--- src/rtl/addsub_pipe.sv ---
// Pipelined add/subtract unit with valid/ready handshakes, per-beat add/sub and
// signed/unsigned select, optional saturation and carry/overflow/zero/negative flags.
module addsub_pipe #(
    parameter int WIDTH    = 32,
    parameter int STAGES   = 2,
    parameter int SATURATE = 0
) (
    input  logic             clk,
    input  logic             reset,
    input  logic             in_valid,
    output logic             in_ready,
    input  logic [WIDTH-1:0] a,
    input  logic [WIDTH-1:0] b,
    input  logic             op_sub,
    input  logic             op_signed,
    output logic             out_valid,
    input  logic             out_ready,
    output logic [WIDTH-1:0] result,
    output logic             carry,
    output logic             overflow,
    output logic             zero,
    output logic             negative
);

    typedef struct packed {
        logic [WIDTH-1:0] res;
        logic             carry;
        logic             ovf;
        logic             zero;
        logic             neg;
    } beat_t;

    logic [WIDTH-1:0] bb;
    logic [WIDTH:0]   sum;
    logic             cy;
    logic             sovf;
    logic             ovf_c;
    beat_t            calc;

    // All arithmetic happens on the way into stage 0; later stages only carry the beat.
    always_comb begin
        bb    = op_sub ? ~b : b;
        sum   = {1'b0, a} + {1'b0, bb} + {{WIDTH{1'b0}}, op_sub};
        cy    = op_sub ? ~sum[WIDTH] : sum[WIDTH];
        sovf  = (a[WIDTH-1] == bb[WIDTH-1]) && (sum[WIDTH-1] != a[WIDTH-1]);
        ovf_c = op_signed ? sovf : cy;

        calc.res = sum[WIDTH-1:0];
        if ((SATURATE != 0) && ovf_c) begin
            if (op_signed)
                calc.res = a[WIDTH-1] ? {1'b1, {(WIDTH-1){1'b0}}} : {1'b0, {(WIDTH-1){1'b1}}};
            else
                calc.res = op_sub ? '0 : '1;
        end
        calc.carry = cy;
        calc.ovf   = ovf_c;
        calc.zero  = (calc.res == '0);
        calc.neg   = calc.res[WIDTH-1];
    end

    logic [STAGES-1:0] valid_q;
    beat_t             data_q [STAGES];
    logic [STAGES-1:0] load;

    // Stage k can load when it or any later stage has a hole, or the consumer drains.
    always_comb begin
        for (int k = 0; k < STAGES; k++) begin
            load[k] = out_ready;
            for (int j = k; j < STAGES; j++) begin
                if (!valid_q[j])
                    load[k] = 1'b1;
            end
        end
    end

    assign in_ready = load[0] && !reset;

    // NOTE: state is updated with non-blocking assignments so every stage samples
    // the pre-edge value of its predecessor regardless of statement order.
    always_ff @(posedge clk) begin
        if (reset) begin
            valid_q <= '0;
            // NOTE: the data registers are reset as well because result and flags
            // are required to read zero after reset, not just out_valid.
            for (int k = 0; k < STAGES; k++)
                data_q[k] <= '0;
        end else begin
            if (load[0]) begin
                valid_q[0] <= in_valid;
                if (in_valid)
                    data_q[0] <= calc;
            end
            for (int k = 1; k < STAGES; k++) begin
                if (load[k]) begin
                    valid_q[k] <= valid_q[k-1];
                    if (valid_q[k-1])
                        data_q[k] <= data_q[k-1];
                end
            end
        end
    end

    assign out_valid = valid_q[STAGES-1];
    assign result    = data_q[STAGES-1].res;
    assign carry     = data_q[STAGES-1].carry;
    assign overflow  = data_q[STAGES-1].ovf;
    assign zero      = data_q[STAGES-1].zero;
    assign negative  = data_q[STAGES-1].neg;

endmodule
--- config.mk ---
export PLATFORM = sky130hd
export DESIGN_NAME = addsub_pipe
export DESIGN_NICKNAME = d
export VERILOG_FILES = /design/src/rtl/addsub_pipe.sv
export SDC_FILE = /design/constraint.sdc
export NUM_CORES = 1
export LEC_CHECK = 0
export ABC_CLOCK_PERIOD_IN_PS = 5290
export CORE_MARGIN = 2
export CORE_UTILIZATION = 40
export DETAILED_ROUTE_END_ITERATION = 10
export GPL_ROUTABILITY_DRIVEN = 0
export GPL_TIMING_DRIVEN = 0
export HOLD_SLACK_MARGIN = 0.1
export PLACE_DENSITY_LB_ADDON = 0.08
export SETUP_SLACK_MARGIN = 0.1
export SLEW_MARGIN = 10
export SYNTH_ARGS = -nofsm -noshare
export SYNTH_HDL_FRONTEND = slang
export SYNTH_SLANG_ARGS = --single-unit
--- constraint.sdc ---
create_clock -name clk -period 5.29 [get_ports clk]
set_input_delay 1.058 -clock clk [delete_from_list [all_inputs] [get_ports clk]]
set_output_delay 1.058 -clock clk [all_outputs]
set_load 0.01 [all_outputs]
==> out/results.ini <==
[run_status]
status=finished clean

[routing]
viasPerCell=4.77
met1_length_um=4620
ant_nets=0
dr.pass1.iters=4
drc=0
routed.top_layer=met4
wl_met3_um=440
drt_iter0_markers=134
drt-wirelength-per-cell_um=13.2
route.vias.total=3668
drt-total-wl_um=10200
wl_met2_um=4940

[layout]
final_util=0.542
insertedDiodeCount=0
final.fill_count=1109
final_area_um2=6540
seqCellArea_um2=2140
nets=702
area_delta_synth_final_pct=32.2
layout-drive-gt1-share=0.0965
multi_input_area_um2=2480

[setup_path]
worstPathRequired_ps=5470
max_stage_delay_ps=620
cp_slowest_cell=clkbuf_1
cp_max_fo=10
critPathLaunchType=input pin
critPathArrivalTime_ps=4850
cp_cell_sequence=buf_6 > clkbuf_1 > xor2_1 > ha_1 > clkbuf_1 > a21oi_1 > o21ai_0 > a211o_1 > buf_6 > o311ai_0 > nand4b_1 > nor4_1 > nand4_1 > nor4_1 > and4_1
critPathKind=in2reg
cp-end-kind=flop

[global_routing]
gr-total-overflow=0
first_global_vias=3635
grt.total_usage=0.160
grt_pass1_wl_um=16700
grt_max_degree=28
antenna_found_initial=0

[clock_network]
root_buffer=clkbuf_16
cts_resized=0
cts_tree=built
cts_sinks=72
path_clk_slew_ps=50
postCtsSetupBuffers=0
h-tree-depth=3
clk_latency_ps=320
numCtsBuffers=9
cts_hold_buf=0
cts_buffer_depth=2

[die]
die_x_um=115
die_area_um2=13300
start_util=0.410
fp.coreArea_um2=12100
ios=108
die_h_um=115
rows=40

[timing]
tns_ps=0
clock_skew_ps=5.72
finalWorstSetupSlack_ps=619
worstMarginPinSlew_ps=856
drv_slew=0
period_needed_ps=4670
rsz0062_at_grt=no
period_share=0.883
finalSetupViolCount=0
hold_violations=0
maxSlewHeadroom=0.426
hold_slack_ps=515
fmax_mhz=214

[power]
ir_worst_vdd_uv=116
power_density_nw_per_um2=281
p_leak_nw=2.68

[synth]
synth_area_leaders=edfxtp_1, ha_1, xor2_1
synth_most_common_cell=edfxtp_1
synth-seq-cells=72
synth_edf_count=70
syn_area_um2=4940
synth_common_cells=edfxtp_1, nor2_1, and2_1, xor2_1
syn_inst=479
yosys.area.top_type_share=0.425
synth.net_count=583
ys.flop_type=edfxtp_1
synth_area_leader_cell=edfxtp_1
synth_cell_types=53
synth-seq-area-share=0.433
async_flop_share=0
syn_avg_cell_area_um2=10.3
yosys_warnings=0

[placed_design]
placed_cell_area_um2=6290
io_buffers=106
dpl.hpwl_um=8470
dp_slack_ps=313

[min_path]
hp-class=reg2reg

[job]
cap_violations=0

kinds of logic (layout without fill, tap and decap cells):
| family | Yosys count | after routing | share of synthesized area |
|---|---|---|---|
| AO/OA/AOI/OAI | 103 | 103 | 0.138 |
| buffers and inverters | 57 | 179 | 0.0706 |
| adder cells (fa/ha/maj) | 34 | 34 | 0.0876 |
| multiplexers | 2 | 2 | 0.00506 |
| AND/OR/NAND/NOR | 151 | 151 | 0.159 |
| XOR/XNOR | 60 | 60 | 0.106 |
| flip-flops | 72 | 72 | 0.433 |
critical path: cells and delay by family:
kind,cells,cell delay (ps)
adder cells (fa/ha/maj),1,250
AO/OA/AOI/OAI,4,1030
AND/OR/NAND/NOR,5,1240
buffers and inverters,4,1060
XOR/XNOR,1,200
where the power goes:
part,internal [mW],switching [mW]
clock network,0.306,0.193
registers,0.703,0.0144
logic,0.301,0.322
total,1.31,0.530
path summary, 6_finish.rpt:
kind | endpoint | depth (start not counted) | slack [ps] | from
worst min-delay path | data_q[0][62]$_SDFFCE_PN0P_ | 1 | 510 | data_q[0][26]$_SDFFCE_PN0P_
worst max register to register | data_q[0][1]$_SDFFCE_PN0P_ | 10 | 2540 | valid_q[0]$_SDFFE_PP0N_
worst min register to register | data_q[0][62]$_SDFFCE_PN0P_ | 1 | 510 | data_q[0][26]$_SDFFCE_PN0P_
worst max-delay path | data_q[0][1]$_SDFFCE_PN0P_ | 15 | 620 | op_sub
per-layer routing:
layer  vias to the layer above  GRT usage
met4                         0     0.0514
met3                        10     0.0279
met5                         -          0
met1                      1636      0.206
li1                       1922          -
met2                       100      0.273
area by class of cell:
cell class	instances	area share
Buffer	47	0.0477
Clock buffer	11	0.0356
Clock inverter	3	0.00172
Multi-Input combinational cell	350	0.379
Sequential cell	72	0.328
Inverter	10	0.00574
Tap cell	168	0.0322
Timing Repair Buffer	108	0.171
metrics by stage:
stage               total power [mW]  cells
finish                          1.84    769
global route                    1.95    769
CTS                             1.85    769
detailed placement              1.35    755
global placement                1.34    753
floorplan                       1.14    479
placed cells by master (no fill, tap or decap), drive strengths merged, types with 3 or more instances in the layout:
master / Yosys / routed
edfxtp: 70 / 70
clkbuf: 13 / 24
nand4: 7 / 7
a211oi: 5 / 5
nor2: 48 / 48
xor2: 45 / 45
a31o: 3 / 3
nor4: 4 / 4
a31oi: 5 / 5
and2: 45 / 45
nand2: 20 / 20
clkinv: 0 / 3
clkdlybuf4s50: 0 / 106
o21bai: 5 / 5
or3: 3 / 3
o21ai: 16 / 16
a21o: 14 / 14
a21oi: 33 / 33
inv: 10 / 10
buf: 34 / 36
ha: 33 / 33
and3: 6 / 6
nand3: 5 / 5
o31ai: 4 / 4
xnor2: 15 / 15
o211ai: 4 / 4
registers in the layout, indices dropped and copies added, names as in the netlist:
register / cells
data_q: 70
valid_q: 2
(Power assumes the default switching activity.)
